==> src/rtl/axi4f_burst_ctrl_pkg.sv <==
// Shared types and constants for the AXI4-full burst controller.
package axi4f_ctrl_pkg;

  typedef enum logic [2:0] {
    StIdle,
    StAw,
    StW,
    StB,
    StAr,
    StR,
    StFin
  } state_t;

  localparam logic [2:0] SIZE_4BYTE  = 3'b010;
  localparam logic [1:0] BURST_INCR  = 2'b01;

  localparam logic [1:0] RESP_OKAY   = 2'b00;
  localparam logic [1:0] RESP_EXOKAY = 2'b01;
  localparam logic [1:0] RESP_SLVERR = 2'b10;
  localparam logic [1:0] RESP_DECERR = 2'b11;

  // True when a burst of len+1 4-byte beats starting at addr runs past a 4 KB page.
  function automatic logic crosses_4k(logic [11:0] addr, logic [7:0] len);
    logic [13:0] end_byte;
    end_byte = {2'b00, addr} + (({6'b000000, len} + 14'd1) << 2);
    return end_byte > 14'd4096;
  endfunction

endpackage

==> src/rtl/axi4f_burst_ctrl_if.sv <==
// Bundle of the local command/data streams and the AXI4 master bus.
interface axi4f_burst_ctrl_if #(
  parameter int unsigned ADDR_W = 32
);
  logic              cmd_valid;
  logic              cmd_ready;
  logic              cmd_wr;
  logic [ADDR_W-1:0] cmd_addr;
  logic [7:0]        cmd_len;

  logic              wd_valid;
  logic              wd_ready;
  logic [31:0]       wd_data;

  logic              rd_valid;
  logic              rd_ready;
  logic [31:0]       rd_data;
  logic              rd_last;

  logic              done;
  logic [1:0]        resp;

  logic [3:0]        m_axi_awid;
  logic [ADDR_W-1:0] m_axi_awaddr;
  logic [7:0]        m_axi_awlen;
  logic [2:0]        m_axi_awsize;
  logic [1:0]        m_axi_awburst;
  logic              m_axi_awvalid;
  logic              m_axi_awready;

  logic [31:0]       m_axi_wdata;
  logic [3:0]        m_axi_wstrb;
  logic              m_axi_wlast;
  logic              m_axi_wvalid;
  logic              m_axi_wready;

  logic [1:0]        m_axi_bresp;
  logic              m_axi_bvalid;
  logic              m_axi_bready;

  logic [3:0]        m_axi_arid;
  logic [ADDR_W-1:0] m_axi_araddr;
  logic [7:0]        m_axi_arlen;
  logic [2:0]        m_axi_arsize;
  logic [1:0]        m_axi_arburst;
  logic              m_axi_arvalid;
  logic              m_axi_arready;

  logic [31:0]       m_axi_rdata;
  logic [1:0]        m_axi_rresp;
  logic              m_axi_rlast;
  logic              m_axi_rvalid;
  logic              m_axi_rready;

  // Controller side.
  modport master (
    input  cmd_valid, cmd_wr, cmd_addr, cmd_len,
    output cmd_ready,
    input  wd_valid, wd_data,
    output wd_ready,
    output rd_valid, rd_data, rd_last,
    input  rd_ready,
    output done, resp,
    output m_axi_awid, m_axi_awaddr, m_axi_awlen, m_axi_awsize, m_axi_awburst, m_axi_awvalid,
    input  m_axi_awready,
    output m_axi_wdata, m_axi_wstrb, m_axi_wlast, m_axi_wvalid,
    input  m_axi_wready,
    input  m_axi_bresp, m_axi_bvalid,
    output m_axi_bready,
    output m_axi_arid, m_axi_araddr, m_axi_arlen, m_axi_arsize, m_axi_arburst, m_axi_arvalid,
    input  m_axi_arready,
    input  m_axi_rdata, m_axi_rresp, m_axi_rlast, m_axi_rvalid,
    output m_axi_rready
  );

  // Requester plus AXI slave side.
  modport slave (
    output cmd_valid, cmd_wr, cmd_addr, cmd_len,
    input  cmd_ready,
    output wd_valid, wd_data,
    input  wd_ready,
    input  rd_valid, rd_data, rd_last,
    output rd_ready,
    input  done, resp,
    input  m_axi_awid, m_axi_awaddr, m_axi_awlen, m_axi_awsize, m_axi_awburst, m_axi_awvalid,
    output m_axi_awready,
    input  m_axi_wdata, m_axi_wstrb, m_axi_wlast, m_axi_wvalid,
    output m_axi_wready,
    output m_axi_bresp, m_axi_bvalid,
    input  m_axi_bready,
    input  m_axi_arid, m_axi_araddr, m_axi_arlen, m_axi_arsize, m_axi_arburst, m_axi_arvalid,
    output m_axi_arready,
    output m_axi_rdata, m_axi_rresp, m_axi_rlast, m_axi_rvalid,
    input  m_axi_rready
  );
endinterface

==> src/rtl/axi4f_burst_ctrl_beat_ctr.sv <==
// Beat counter shared by the W and R phases; flags the beat whose index equals len.
module axi4f_beat_ctr (
  input  logic       clk,
  input  logic       rst,
  input  logic       clr,
  input  logic       inc,
  input  logic [7:0] len,
  output logic       is_last
);
  logic [7:0] cnt;

  // Restart at each address handshake, advance on each data beat.
  always_ff @(posedge clk) begin
    if (!rst) begin
      cnt <= 8'd0;
    end else if (clr) begin
      cnt <= 8'd0;
    end else if (inc) begin
      cnt <= cnt + 8'd1;
    end
  end

  assign is_last = (cnt == len);
endmodule

==> src/rtl/axi4f_burst_ctrl.sv <==
// Command-driven AXI4-full INCR burst master, one command in flight.
// Optional build macro AXI4F_4K_CHECK_EN rejects bursts that cross a 4 KB page.
module axi4f_burst_ctrl
  import axi4f_ctrl_pkg::*;
#(
  parameter int unsigned ADDR_W  = 32,
  parameter int unsigned MAX_LEN = 16,
  parameter logic [3:0]  AXI_ID  = 4'd0
) (
  input logic                clk,
  input logic                rst,
  axi4f_burst_ctrl_if.master bus
);
  localparam logic [8:0] LenMax = 9'(MAX_LEN - 1);

  state_t            state;
  logic [ADDR_W-1:0] addr_q;
  logic [7:0]        len_q;
  logic              cmd_ready_q;
  logic              awvalid_q;
  logic              arvalid_q;
  logic              bready_q;
  logic              done_q;
  logic [1:0]        resp_q;

  logic              is_last;
  logic              w_beat;
  logic              r_beat;
  logic              beat_clr;
  logic              reject;
  logic [1:0]        rresp_max;
  logic [1:0]        rresp_next;

  assign w_beat   = (state == StW) && bus.wd_valid && bus.m_axi_wready;
  assign r_beat   = (state == StR) && bus.m_axi_rvalid && bus.rd_ready;
  assign beat_clr = ((state == StAw) && awvalid_q && bus.m_axi_awready) ||
                    ((state == StAr) && arvalid_q && bus.m_axi_arready);

  axi4f_beat_ctr u_beat_ctr (
    .clk     (clk),
    .rst     (rst),
    .clr     (beat_clr),
    .inc     (w_beat || r_beat),
    .len     (len_q),
    .is_last (is_last)
  );

  // Commands the controller refuses to put on the bus.
  always_comb begin
    reject = ({1'b0, bus.cmd_len} > LenMax);
`ifdef AXI4F_4K_CHECK_EN
    if (crosses_4k({bus.cmd_addr[11:2], 2'b00}, bus.cmd_len)) reject = 1'b1;
`endif
  end

  // Read response: worst rresp so far; a premature rlast degrades OKAY to SLVERR.
  always_comb begin
    rresp_max  = (bus.m_axi_rresp > resp_q) ? bus.m_axi_rresp : resp_q;
    rresp_next = rresp_max;
    if (bus.m_axi_rlast && !is_last && (rresp_max == RESP_OKAY)) rresp_next = RESP_SLVERR;
  end

  // Burst sequencing FSM with registered handshake/status outputs.
  always_ff @(posedge clk) begin
    if (!rst) begin
      state       <= StIdle;
      addr_q      <= '0;
      len_q       <= 8'd0;
      cmd_ready_q <= 1'b0;
      awvalid_q   <= 1'b0;
      arvalid_q   <= 1'b0;
      bready_q    <= 1'b0;
      done_q      <= 1'b0;
      resp_q      <= RESP_OKAY;
    end else begin
      unique case (state)
        StIdle: begin
          cmd_ready_q <= 1'b1;
          if (bus.cmd_valid && cmd_ready_q) begin
            cmd_ready_q <= 1'b0;
            addr_q      <= {bus.cmd_addr[ADDR_W-1:2], 2'b00};
            len_q       <= bus.cmd_len;
            resp_q      <= RESP_OKAY;
            if (reject) begin
              resp_q <= RESP_SLVERR;
              done_q <= 1'b1;
              state  <= StFin;
            end else if (bus.cmd_wr) begin
              awvalid_q <= 1'b1;
              state     <= StAw;
            end else begin
              arvalid_q <= 1'b1;
              state     <= StAr;
            end
          end
        end
        StAw: begin
          if (bus.m_axi_awready) begin
            awvalid_q <= 1'b0;
            state     <= StW;
          end
        end
        StW: begin
          if (w_beat && is_last) begin
            bready_q <= 1'b1;
            state    <= StB;
          end
        end
        StB: begin
          if (bus.m_axi_bvalid) begin
            bready_q <= 1'b0;
            resp_q   <= bus.m_axi_bresp;
            done_q   <= 1'b1;
            state    <= StFin;
          end
        end
        StAr: begin
          if (bus.m_axi_arready) begin
            arvalid_q <= 1'b0;
            state     <= StR;
          end
        end
        StR: begin
          if (r_beat) begin
            resp_q <= rresp_next;
            if (bus.m_axi_rlast) begin
              done_q <= 1'b1;
              state  <= StFin;
            end
          end
        end
        StFin: begin
          done_q      <= 1'b0;
          cmd_ready_q <= 1'b1;
          state       <= StIdle;
        end
        default: state <= StIdle;
      endcase
    end
  end

  assign bus.cmd_ready     = cmd_ready_q;
  assign bus.done          = done_q;
  assign bus.resp          = resp_q;

  assign bus.m_axi_awid    = AXI_ID;
  assign bus.m_axi_awaddr  = addr_q;
  assign bus.m_axi_awlen   = len_q;
  assign bus.m_axi_awsize  = SIZE_4BYTE;
  assign bus.m_axi_awburst = BURST_INCR;
  assign bus.m_axi_awvalid = awvalid_q;

  // Write data streams straight through while in the W phase.
  assign bus.m_axi_wdata   = bus.wd_data;
  assign bus.m_axi_wstrb   = 4'hF;
  assign bus.m_axi_wvalid  = (state == StW) && bus.wd_valid;
  assign bus.m_axi_wlast   = (state == StW) && is_last;
  assign bus.wd_ready      = (state == StW) && bus.m_axi_wready;

  assign bus.m_axi_bready  = bready_q;

  assign bus.m_axi_arid    = AXI_ID;
  assign bus.m_axi_araddr  = addr_q;
  assign bus.m_axi_arlen   = len_q;
  assign bus.m_axi_arsize  = SIZE_4BYTE;
  assign bus.m_axi_arburst = BURST_INCR;
  assign bus.m_axi_arvalid = arvalid_q;

  // Read data streams straight through while in the R phase.
  assign bus.rd_valid      = (state == StR) && bus.m_axi_rvalid;
  assign bus.rd_data       = bus.m_axi_rdata;
  assign bus.rd_last       = (state == StR) && bus.m_axi_rlast;
  assign bus.m_axi_rready  = (state == StR) && bus.rd_ready;
endmodule

==> src/flat_wrapper.sv <==
// flat-port wrapper written by rule: the top's interface ports become plain ports
module axi4f_burst_ctrl_flat import axi4f_ctrl_pkg::*;
#(
  parameter int unsigned ADDR_W  = 32,
  parameter int unsigned MAX_LEN = 16,
  parameter logic [3:0]  AXI_ID  = 4'd0
)
  (clk, rst, bus_cmd_valid, bus_cmd_wr, bus_cmd_addr, bus_cmd_len, bus_cmd_ready, bus_wd_valid, bus_wd_data, bus_wd_ready, bus_rd_valid, bus_rd_data, bus_rd_last, bus_rd_ready, bus_done, bus_resp, bus_m_axi_awid, bus_m_axi_awaddr, bus_m_axi_awlen, bus_m_axi_awsize, bus_m_axi_awburst, bus_m_axi_awvalid, bus_m_axi_awready, bus_m_axi_wdata, bus_m_axi_wstrb, bus_m_axi_wlast, bus_m_axi_wvalid, bus_m_axi_wready, bus_m_axi_bresp, bus_m_axi_bvalid, bus_m_axi_bready, bus_m_axi_arid, bus_m_axi_araddr, bus_m_axi_arlen, bus_m_axi_arsize, bus_m_axi_arburst, bus_m_axi_arvalid, bus_m_axi_arready, bus_m_axi_rdata, bus_m_axi_rresp, bus_m_axi_rlast, bus_m_axi_rvalid, bus_m_axi_rready);
  axi4f_burst_ctrl_if #(.ADDR_W(ADDR_W)) bus_i ();
  input logic clk;
  input logic rst;
  input wire logic [$bits(bus_i.cmd_valid)-1:0] bus_cmd_valid;
  input wire logic [$bits(bus_i.cmd_wr)-1:0] bus_cmd_wr;
  input wire logic [$bits(bus_i.cmd_addr)-1:0] bus_cmd_addr;
  input wire logic [$bits(bus_i.cmd_len)-1:0] bus_cmd_len;
  output wire logic [$bits(bus_i.cmd_ready)-1:0] bus_cmd_ready;
  input wire logic [$bits(bus_i.wd_valid)-1:0] bus_wd_valid;
  input wire logic [$bits(bus_i.wd_data)-1:0] bus_wd_data;
  output wire logic [$bits(bus_i.wd_ready)-1:0] bus_wd_ready;
  output wire logic [$bits(bus_i.rd_valid)-1:0] bus_rd_valid;
  output wire logic [$bits(bus_i.rd_data)-1:0] bus_rd_data;
  output wire logic [$bits(bus_i.rd_last)-1:0] bus_rd_last;
  input wire logic [$bits(bus_i.rd_ready)-1:0] bus_rd_ready;
  output wire logic [$bits(bus_i.done)-1:0] bus_done;
  output wire logic [$bits(bus_i.resp)-1:0] bus_resp;
  output wire logic [$bits(bus_i.m_axi_awid)-1:0] bus_m_axi_awid;
  output wire logic [$bits(bus_i.m_axi_awaddr)-1:0] bus_m_axi_awaddr;
  output wire logic [$bits(bus_i.m_axi_awlen)-1:0] bus_m_axi_awlen;
  output wire logic [$bits(bus_i.m_axi_awsize)-1:0] bus_m_axi_awsize;
  output wire logic [$bits(bus_i.m_axi_awburst)-1:0] bus_m_axi_awburst;
  output wire logic [$bits(bus_i.m_axi_awvalid)-1:0] bus_m_axi_awvalid;
  input wire logic [$bits(bus_i.m_axi_awready)-1:0] bus_m_axi_awready;
  output wire logic [$bits(bus_i.m_axi_wdata)-1:0] bus_m_axi_wdata;
  output wire logic [$bits(bus_i.m_axi_wstrb)-1:0] bus_m_axi_wstrb;
  output wire logic [$bits(bus_i.m_axi_wlast)-1:0] bus_m_axi_wlast;
  output wire logic [$bits(bus_i.m_axi_wvalid)-1:0] bus_m_axi_wvalid;
  input wire logic [$bits(bus_i.m_axi_wready)-1:0] bus_m_axi_wready;
  input wire logic [$bits(bus_i.m_axi_bresp)-1:0] bus_m_axi_bresp;
  input wire logic [$bits(bus_i.m_axi_bvalid)-1:0] bus_m_axi_bvalid;
  output wire logic [$bits(bus_i.m_axi_bready)-1:0] bus_m_axi_bready;
  output wire logic [$bits(bus_i.m_axi_arid)-1:0] bus_m_axi_arid;
  output wire logic [$bits(bus_i.m_axi_araddr)-1:0] bus_m_axi_araddr;
  output wire logic [$bits(bus_i.m_axi_arlen)-1:0] bus_m_axi_arlen;
  output wire logic [$bits(bus_i.m_axi_arsize)-1:0] bus_m_axi_arsize;
  output wire logic [$bits(bus_i.m_axi_arburst)-1:0] bus_m_axi_arburst;
  output wire logic [$bits(bus_i.m_axi_arvalid)-1:0] bus_m_axi_arvalid;
  input wire logic [$bits(bus_i.m_axi_arready)-1:0] bus_m_axi_arready;
  input wire logic [$bits(bus_i.m_axi_rdata)-1:0] bus_m_axi_rdata;
  input wire logic [$bits(bus_i.m_axi_rresp)-1:0] bus_m_axi_rresp;
  input wire logic [$bits(bus_i.m_axi_rlast)-1:0] bus_m_axi_rlast;
  input wire logic [$bits(bus_i.m_axi_rvalid)-1:0] bus_m_axi_rvalid;
  output wire logic [$bits(bus_i.m_axi_rready)-1:0] bus_m_axi_rready;
  assign bus_i.cmd_valid = bus_cmd_valid;
  assign bus_i.cmd_wr = bus_cmd_wr;
  assign bus_i.cmd_addr = bus_cmd_addr;
  assign bus_i.cmd_len = bus_cmd_len;
  assign bus_cmd_ready = bus_i.cmd_ready;
  assign bus_i.wd_valid = bus_wd_valid;
  assign bus_i.wd_data = bus_wd_data;
  assign bus_wd_ready = bus_i.wd_ready;
  assign bus_rd_valid = bus_i.rd_valid;
  assign bus_rd_data = bus_i.rd_data;
  assign bus_rd_last = bus_i.rd_last;
  assign bus_i.rd_ready = bus_rd_ready;
  assign bus_done = bus_i.done;
  assign bus_resp = bus_i.resp;
  assign bus_m_axi_awid = bus_i.m_axi_awid;
  assign bus_m_axi_awaddr = bus_i.m_axi_awaddr;
  assign bus_m_axi_awlen = bus_i.m_axi_awlen;
  assign bus_m_axi_awsize = bus_i.m_axi_awsize;
  assign bus_m_axi_awburst = bus_i.m_axi_awburst;
  assign bus_m_axi_awvalid = bus_i.m_axi_awvalid;
  assign bus_i.m_axi_awready = bus_m_axi_awready;
  assign bus_m_axi_wdata = bus_i.m_axi_wdata;
  assign bus_m_axi_wstrb = bus_i.m_axi_wstrb;
  assign bus_m_axi_wlast = bus_i.m_axi_wlast;
  assign bus_m_axi_wvalid = bus_i.m_axi_wvalid;
  assign bus_i.m_axi_wready = bus_m_axi_wready;
  assign bus_i.m_axi_bresp = bus_m_axi_bresp;
  assign bus_i.m_axi_bvalid = bus_m_axi_bvalid;
  assign bus_m_axi_bready = bus_i.m_axi_bready;
  assign bus_m_axi_arid = bus_i.m_axi_arid;
  assign bus_m_axi_araddr = bus_i.m_axi_araddr;
  assign bus_m_axi_arlen = bus_i.m_axi_arlen;
  assign bus_m_axi_arsize = bus_i.m_axi_arsize;
  assign bus_m_axi_arburst = bus_i.m_axi_arburst;
  assign bus_m_axi_arvalid = bus_i.m_axi_arvalid;
  assign bus_i.m_axi_arready = bus_m_axi_arready;
  assign bus_i.m_axi_rdata = bus_m_axi_rdata;
  assign bus_i.m_axi_rresp = bus_m_axi_rresp;
  assign bus_i.m_axi_rlast = bus_m_axi_rlast;
  assign bus_i.m_axi_rvalid = bus_m_axi_rvalid;
  assign bus_m_axi_rready = bus_i.m_axi_rready;
  axi4f_burst_ctrl #(.ADDR_W(ADDR_W), .MAX_LEN(MAX_LEN), .AXI_ID(AXI_ID)) u_core (.clk(clk), .rst(rst), .bus(bus_i));
endmodule
==> config.mk <==
export PLATFORM = sky130hd
export DESIGN_NAME = axi4f_burst_ctrl_flat
export DESIGN_NICKNAME = d
export VERILOG_FILES = /design/src/rtl/axi4f_burst_ctrl_pkg.sv /design/src/rtl/axi4f_burst_ctrl_if.sv /design/src/rtl/axi4f_burst_ctrl_beat_ctr.sv /design/src/rtl/axi4f_burst_ctrl.sv /design/src/flat_wrapper.sv
export SDC_FILE = /design/constraint.sdc
export NUM_CORES = 1
export LEC_CHECK = 0
export CAP_MARGIN = 20
export CORE_AREA = 2 2 116 118
export CTS_BUF_LIST = sky130_fd_sc_hd__clkbuf_2 sky130_fd_sc_hd__clkbuf_4 sky130_fd_sc_hd__clkbuf_8
export CTS_CLUSTER_DIAMETER = 100
export DETAILED_ROUTE_END_ITERATION = 8
export DIE_AREA = 0 0 118 120
export GPL_TIMING_DRIVEN = 0
export PLACE_DENSITY = 0.81
export SLEW_MARGIN = 20
export SYNTH_ARGS = -nofsm -noshare
export SYNTH_HDL_FRONTEND = slang
export SYNTH_SLANG_ARGS = --single-unit
==> constraint.sdc <==
create_clock -name clk -period 2.32 [get_ports clk]
set_clock_uncertainty 0.05 [all_clocks]
set_input_delay 0.232 -clock clk [delete_from_list [all_inputs] [get_ports clk]]
set_output_delay 0.232 -clock clk [all_outputs]
set_load 0.02 [all_outputs]
# ---- Yosys cells after proc, flatten, opt, wreduce, memory -nomap -nowiden
# Index checks and enable logic that the tools add are counted.
dict set report totals {
  romBits 0
  latch_bits 0
  n_memories 0
  ramBits 0
  input_bits 120
  register_bits 56
}
dict set report op_classes {
  div 0
  add_sub_neg 1
  eq_ne 18
  shifts 0
  bitwise 1
  n_lt_le_gt_ge 2
  reduce_logical 35
  mux 38
  mul 0
}
# op count
set ops {}
lappend ops {{$mux 3} 9}
lappend ops {{$pmux 3 s6} 1}
lappend ops {{$logic_and 1x1->1} 16}
lappend ops {{$mux 1} 16}
lappend ops {{$ne 2x2->1 const B} 8}
lappend ops {{$mux 2} 6}
lappend ops {{$reduce_and 5->1} 2}
lappend ops {{$eq 3x3->1 const B} 3}
lappend ops {{$add 8x1->8 const B} 1}
lappend ops {{$eq 8x8->1} 1}
lappend ops {{$gt 8x4->1 const B} 1}
lappend ops {{$pmux 1 s2} 4}
lappend ops {{$reduce_bool 2->1} 4}
lappend ops {{$reduce_and 7->1} 1}
lappend ops {{$eq 3x2->1 const B} 2}
lappend ops {{$ne 2x1->1 const B} 3}
lappend ops {{$pmux 2 s3} 1}
lappend ops {{$reduce_and 6->1} 1}
lappend ops {{$pmux 1 s4} 1}
lappend ops {{$reduce_and 4->1} 1}
lappend ops {{$reduce_bool 4->1} 1}
lappend ops {{$eq 3x1->1 const B} 1}
lappend ops {{$logic_not 3->1} 1}
lappend ops {{$reduce_and 3->1} 1}
lappend ops {{other kinds (8)} 9}

# ---- Logic depth before layout (Yosys ltp)
# Gate-level depths: netlist of the first run.
dict set report depth {
  ltp_word 7
  mapped_depth 7
  depth_no_buf 7
}

# ---- By module
# Synthesis of the first run repeated with hierarchy kept, for this count alone.
dict set report hier_totals {
  cells_unflattened 460
  area_unflattened_um2 3567.2
}
# mod area_per_inst_um2 instances seq_area_each_um2 cells_per_inst
set by_module_without_submodules {}
lappend by_module_without_submodules {axi4f_burst_ctrl 3133.0 1 960.9 410}
lappend by_module_without_submodules {axi4f_beat_ctr 434.2 1 160.2 50}

# ---- Worst setup path before layout of the first run
# No wires, ideal clock.
dict set report synth_timing {
  kind {register to register}
  startpoint {register u_core.state[2]}
  endpoint {register u_core.bready_q (netlist: u_core.bus.m_axi_bready)}
  path_slack_ps 381
  arrival_time_ps 1819
  period_less_slack_ps 1939
  required_ps 2200
  n_path_buf 2
  stages_incl_launch_ff 7
  path_cell_list {dfxtp_1 buf_4 buf_4 nand2b_1 nor4_1 nand2_1 a21oi_1}
}
dict set report synth_via {
  elab_chain_cells 6
  word_cells_on_any_way 10
  classes_between {eq/ne: 4; mux: 1; reduce/logical: 5}
}
# element line_no
set synth_rtl {}
lappend synth_rtl {{from (decl)} axi4f_burst_ctrl.sv:16} ;# state_t state;
lappend synth_rtl {{from (signal assigned)} axi4f_burst_ctrl.sv:66} ;# state <= StIdle;
lappend synth_rtl {{from (signal assigned)} axi4f_burst_ctrl.sv:87} ;# state <= StFin;
lappend synth_rtl {{from (signal assigned)} axi4f_burst_ctrl.sv:90} ;# state <= StAw;
lappend synth_rtl {{$eq 3x2->1} {axi4f_burst_ctrl.sv:34, axi4f_burst_ctrl.sv:76}}
lappend synth_rtl {{$logic_and 1x1->1 (2 in series)} axi4f_burst_ctrl.sv:34} ;# assign w_beat = (state == StW) && bus.wd_valid && bus.m_axi_wready;
lappend synth_rtl {{$logic_and 1x1->1} axi4f_burst_ctrl.sv:104} ;# if (w_beat && is_last) begin
lappend synth_rtl {{$ne 2x2->1 (no line)} n/a}
lappend synth_rtl {{$reduce_and 3->1 (no line)} n/a}
lappend synth_rtl {{to (signal assigned)} axi4f_burst_ctrl.sv:72} ;# bready_q <= 1'b0;
lappend synth_rtl {{to (signal assigned)} axi4f_burst_ctrl.sv:105} ;# bready_q <= 1'b1;
lappend synth_rtl {{to (signal assigned)} axi4f_burst_ctrl.sv:111} ;# bready_q <= 1'b0;
lappend synth_rtl {{to (decl)} axi4f_burst_ctrl.sv:22} ;# logic bready_q;
# Parallel ways exist; a longest one is shown, timed or not.
# A chain may end at the register's enable or synchronous reset.

# ---- Worst setup path after layout of the first run
dict set report layout_timing {
  startpoint {register u_core.state[2]}
  endpoint {output bus_m_axi_wlast}
}
dict set report layout_via {
  elab_chain_cells 2
}
# element line_no
set layout_rtl {}
lappend layout_rtl {{$eq 3x2->1} axi4f_burst_ctrl.sv:157} ;# assign bus.m_axi_wlast = (state == StW) && is_last;
lappend layout_rtl {{$logic_and 1x1->1} axi4f_burst_ctrl.sv:157}
lappend layout_rtl {{to (decl)} flat_wrapper.sv:35} ;# output wire logic [$bits(bus_i.m_axi_wlast)-1:0] bus_m_axi_wlast;
# No other way between the ends.

==> impl_metrics.tcl, run 1 <==
set metrics [dict create \
    ys_warn_count 0 \
    synth_edf_count 0 \
    power-per-cell-area_mw_per_mm2 701.3 \
    fin_crit_ns 2.237 \
    gr-total-overflow 0 \
    syn_area_mm2 0.003552 \
    ir_drop_mv 0.2128 \
    dp_hpwl_um 9510 \
    via_per_inst 4.226 \
    post-route-period-util 0.9643 \
    async_flop_share 0 \
    core-area_mm2 0.01298 \
    slowest_stage "dlygate4sd2_1" \
    drtPass1Iterations 4 \
    cp_num_buf_inv 3 \
    critPathMaxStageDelay_ns 0.38 \
    die_h_um 120 \
    place.gp.congestion 0.8600 \
    hp-class "in2reg" \
    min-delay-start "rst" \
    ys_types 44 \
    finalPower_mw 4.213 \
    crit_required_ns 2.04 \
    n_fill_cell 1264 \
    synth_top_cell_area_share 0.3156 \
    final_nets 823 \
    startpoint "u_core.state[2]" \
    arrival_ns 1.96 \
    synth_ff_type "dfxtp_1" \
    drive_gt1_frac 0.2186 \
    clock-sinks 56 \
    fmax_mhz 447.0 \
    fin_util 0.4629 \
    clk_pin_slew_worst_paths_ns 0.11 \
    remaining_drc_errors 0 \
    cts_tree "done" \
    drt.antenna.violating_nets 0 \
    yosysSeqAreaShare 0.3156 \
    grt_util_all_layers 0.1531 \
    grt_pass1_wl_um 17610 \
    path_cells "buf_4, buf_4, nand2b_1, nor4_2, dlygate4sd2_1" \
    synthCells 464 \
    synth_seq_cells 56 \
    wl_per_cell_um 13.17 \
    num_vias 3702 \
    clk_latency_ns 0.31 \
    area_growth_pct 69.14 \
    finalSetupViolCount 0 \
    multi_input_comb_area_mm2 0.001426 \
    reg2reg_from "u_core.state[2]" \
    port_buffers 205 \
    grt_max_degree 18 \
    layout.area.seq_mm2 0.001121 \
    crit_family "buffers and inverters" \
    htree_levels 2 \
    die_area_mm2 0.01416 \
    rows 42 \
    grt_pass1_vias 3536 \
    crit_path_frequent_cell "buf_4" \
    start_util 0.2737 \
    numCtsBuffers 5 \
    synth_area_leaders "dfxtp_1 (32%), buf_4 (28%), nand2_1 (9.5%), a21oi_1 (7.3%), xnor2_1 (2.2%)" \
    antenna_found_initial 0 \
    crit_fanout 10 \
    setup_tns_ns 0 \
    cap_violations 0 \
    post_cts_buffers 0 \
    drv_slew 0 \
    io_pins 299 \
    die_x_um 118 \
    syn_area_per_cell_um2 7.656 \
    clockRootBuffer "clkbuf_8" \
    timing_worst_slew_pin_value_ns 0.6522 \
    final_common_cell "clkdlybuf4s50_1" \
    worstSetupPathType "reg2out" \
    final_cell_mix "clkdlybuf4s50_1 (204), buf_4 (133), nand2_1 (90)" \
    p_leak_nw 2.443 \
    rsz0062_at_grt "no" \
    drt_iter0_markers 234 \
    diodes 0 \
    outcome "completed" \
    netlist.top_cell.by_area "dfxtp_1" \
    finalHoldViolCount 0 \
    start_kind "flop" \
    wl_um 11530 \
    max-slew-margin-rel 0.5652 \
    endpoint_kind "primary output" \
    clock_path_buffers 2 \
]
[worst reg2reg max path, delay by kind of cell (launching register included)]
kind            cells  cell delay [ns]
buf+inv             2             0.35
flops               1             0.32
compound gates      4             0.87
simple gates        1             0.27
[path summary, 6_finish.rpt]
check,endpoint,slack [ns],cells past startpoint
worst max-delay path,bus_m_axi_wlast,0.08,5
worst min-delay path,u_core.bus.m_axi_awvalid,0.26,3
worst max register to register,u_core.state[0],0.39,7
worst min register to register,u_core.bus.m_axi_araddr[23],0.43,2
[registers in the layout, summed over array words and instances, names as in the netlist, 2 cells and up]
| register | flops |
|---|---|
| u_core.bus.m_axi_araddr | 30 |
| u_core.u_beat_ctr.cnt | 8 |
| u_core.state | 3 |
| u_core.bus.resp | 2 |
| u_core.bus.m_axi_arlen | 8 |
[stage by stage]
stage                     setup WS [ns]  std cells  hold slack (ns)  instance area [um2]
after detailed placement      -0.005723        869           0.4138                 5914
after CTS                        0.1045        876           0.2432                 6008
after floorplan                  0.3810        488           0.3180                 3642
after global routing            0.02209        876           0.2698                 6008
after global placement         -0.01417        869           0.4081                 5914
final                           0.08273        876           0.2599                 6008
[layer usage]
metal | vias up | track usage | routed length, um
li1 | 1830 | - | -
met1 | 1650 | 0.1681 | 4477
met2 | 207 | 0.2936 | 5956
met3 | 15 | 0.03565 | 928
met4 | 0 | 0.04066 | 172
met5 | - | 0 | 0
[layout make-up]
cell class / instances / share of cell area
Tap cell: 176 / 0.03665
Sequential cell: 56 / 0.1866
Clock buffer: 6 / 0.01270
Multi-Input combinational cell: 274 / 0.2374
Inverter: 9 / 0.005623
Clock inverter: 2 / 0.002707
Timing Repair Buffer: 205 / 0.3413
Buffer: 148 / 0.1770
[cell usage after synthesis (2+ instances only)]
cell type  instances
a21oi_1           52
a311oi_1           3
a31oi_1            2
and2_1             6
and4_1             2
buf_2              7
buf_4            133
clkbuf_1           8
conb_1             2
dfxtp_1           56
ha_1               4
inv_1              8
nand2_1           90
nand2b_1           6
nand3_1            3
nand3b_1           2
nand4_1            7
nor2_1            20
nor2b_1            3
o211ai_1           2
o21ai_0           10
o31ai_1            2
or3_1              3
xnor2_1            9
xor2_1             5
[what timing repair did]
action	in CTS	in global routing
endpoints found under the setup margin	1	0
hold buffers	0	0
resized for setup	2	0
[power by group]
part | internal, mW | switching (mW) | total [mW]
Clock | 0.228 | 0.338 | 0.566
Sequential | 1.12 | 0.147 | 1.26
Combinational | 1.14 | 1.25 | 2.38
Total | 2.48 | 1.73 | 4.21
[cells by family after synthesis]
logic type,share of synthesized area
compound gates,0.1321
simple gates,0.1888
other cells,0.002114
mux,0.002818
xor+xnor,0.03452
flops,0.3156
buf+inv,0.3100
fa+ha+maj,0.01409
(Power assumes the default switching activity.)
==> run 2: changes to the inputs <==
--- a/config.mk
+++ b/config.mk
@@ -12,7 +12,7 @@
 export DETAILED_ROUTE_END_ITERATION = 8
 export DIE_AREA = 0 0 118 120
 export GPL_TIMING_DRIVEN = 0
-export PLACE_DENSITY = 0.81
+export PLACE_DENSITY = 0.75
 export SLEW_MARGIN = 20
 export SYNTH_ARGS = -nofsm -noshare
 export SYNTH_HDL_FRONTEND = slang
==> run 2 against run 1 <==
Net effect: cell area rose by 0.10%; first-iteration DRC count is 4.3% higher; total power rose by 1.1%; via count fell by 1.1%; critical path depth stayed put; combinational power about the same; utilization hardly changed; sequential power about the same; final cell count down 0.23%; clock-buffer cell count decreased by 1; maximum frequency grew 4.2%; setup slack improved by 0.090 ns; critical endpoint unchanged; largest cell class unchanged; highest routed layer unchanged.
==> impl_metrics.tcl, run 2 (synthesis results as in run 1) <==
set metrics [dict create \
    drt_iter0_markers 244 \
    post-route-period-util 0.9255 \
    start_util 0.2737 \
    hold_buffers 0 \
    crit_fanout 10 \
    p_leak_nw 2.448 \
    remaining_drc_errors 0 \
    htree_levels 2 \
    io_pins 299 \
    diodes 0 \
    finalSetupViolCount 0 \
    timing_worst_slew_pin_value_ns 0.6524 \
    met3_usage 0.03422 \
    multi_input_comb_area_mm2 0.001426 \
    die_area_mm2 0.01416 \
    setup_tns_ns 0 \
    rsz0062_at_grt "no" \
    core-area_mm2 0.01298 \
    outcome "completed" \
    grt_pass1_wl_um 17270 \
    cap_violations 0 \
    dp_hpwl_um 9352 \
    die_h_um 120 \
    globalRouteMet2Util 0.2627 \
    final_nets 823 \
    cts_tree "done" \
    post_cts_buffers 0 \
    clk_pin_slew_worst_paths_ns 0.09 \
    wl_per_cell_um 12.97 \
    grt_util_all_layers 0.1504 \
    grt_max_degree 16 \
    clock-sinks 56 \
    layout.area.seq_mm2 0.001121 \
    power-per-cell-area_mw_per_mm2 708.4 \
    fin_crit_ns 2.147 \
    finalPower_mw 4.261 \
    start_kind "flop" \
    port_buffers 205 \
    area_growth_pct 69.32 \
    startpoint "u_core.state[2]" \
    met1_usage 0.1884 \
    largest_register_ffs 30 \
    hp-class "in2reg" \
    min-delay-start "rst" \
    via_per_inst 4.188 \
    endpoint_kind "primary output" \
    antenna_found_initial 0 \
    drv_slew 0 \
    gr-total-overflow 0 \
    n_fill_cell 1285 \
    worstSetupPathType "reg2out" \
    clock_path_buffers 2 \
    drt.antenna.violating_nets 0 \
    die_x_um 118 \
    grt_pass1_vias 3432 \
    busiest_layer "met2" \
    crit_required_ns 2.04 \
    final_common_cell "clkdlybuf4s50_1" \
    rows 42 \
    clk_latency_ns 0.31 \
    fmax_mhz 465.7 \
    wl_um 11340 \
    final_cell_mix "clkdlybuf4s50_1 (204), buf_4 (133), nand2_1 (90)" \
    place.gp.congestion 0.8723 \
    clockRootBuffer "clkbuf_8" \
    numCtsBuffers 5 \
    reg2reg_from "u_core.state[1]" \
    max-slew-margin-rel 0.5631 \
    arrival_ns 1.87 \
    drive_gt1_frac 0.2163 \
    hold_ws_ns 0.2783 \
    num_vias 3660 \
    finalHoldViolCount 0 \
    drtPass1Iterations 4 \
    ir_drop_mv 0.2989 \
]
run 2: cell count changes in the layout (fill, tap and decap cells not counted), sizes merged:
cell / delta
clkinv: -1
bufinv: +1
clkbuf: -1
clkinvlp: -1
run 2: metal layers:
metal	share of wire	up-vias	wire, um
met3	0.079	9	898
met2	0.50	191	5717
met1	0.41	1626	4619
met4	0.0090	0	102
li1	-	1834	-
met5	0	-	0
run 2: repair_timing:
| action | CTS | global route |
|---|---|---|
| hold endpoints to repair | 0 | 0 |
| endpoints found under the setup margin | 1 | 1 |
| resized for setup | 1 | 1 |
run 2: final cells by class:
type / instances / share of cell area
buffer: 148 / 0.1768
timing repair buffer: 205 / 0.3410
inverter: 9 / 0.005617
sequential: 56 / 0.1864
multi-input combinational: 274 / 0.2372
clock inverter: 1 / 0.004993
tap: 176 / 0.03661
clock buffer: 5 / 0.01144
run 2: worst paths after layout:
check,cells past startpoint,slack (ns),end
max,5,0.17,bus_m_axi_wlast
min,3,0.28,u_core.bus.m_axi_awvalid
max reg2reg,6,0.21,u_core.state[0]
min reg2reg,2,0.43,u_core.bus.m_axi_araddr[26]
run 2: where the power goes:
| part | switching [mW] | internal, mW | leakage [nW] |
|---|---|---|---|
| Clock | 0.309 | 0.311 | 0.0501 |
| Combinational | 1.24 | 1.13 | 1.94 |
| Sequential | 0.151 | 1.12 | 0.455 |
| Total | 1.70 | 2.56 | 2.45 |
run 2: stage by stage:
step           utilization  instance area, um2  setup WS (ns)  instances
3_5_place_dp        0.4557                5914       0.007037        869
4_1_cts             0.4629                6008         0.1038        874
5_1_grt             0.4634                6015        0.01029        874
3_3_place_gp        0.4557                5914        0.02562        869
2_1_floorplan            -                3642         0.3810        488
6_report            0.4634                6015         0.1729        874
run 2: worst max-delay path, cell delays in order (launching register included):
cell	delay, ns
dfxtp_1	0.31
buf_4	0.16
buf_4	0.18
nand2b_1	0.24
nor4_2	0.31
dlygate4sd2_1	0.38
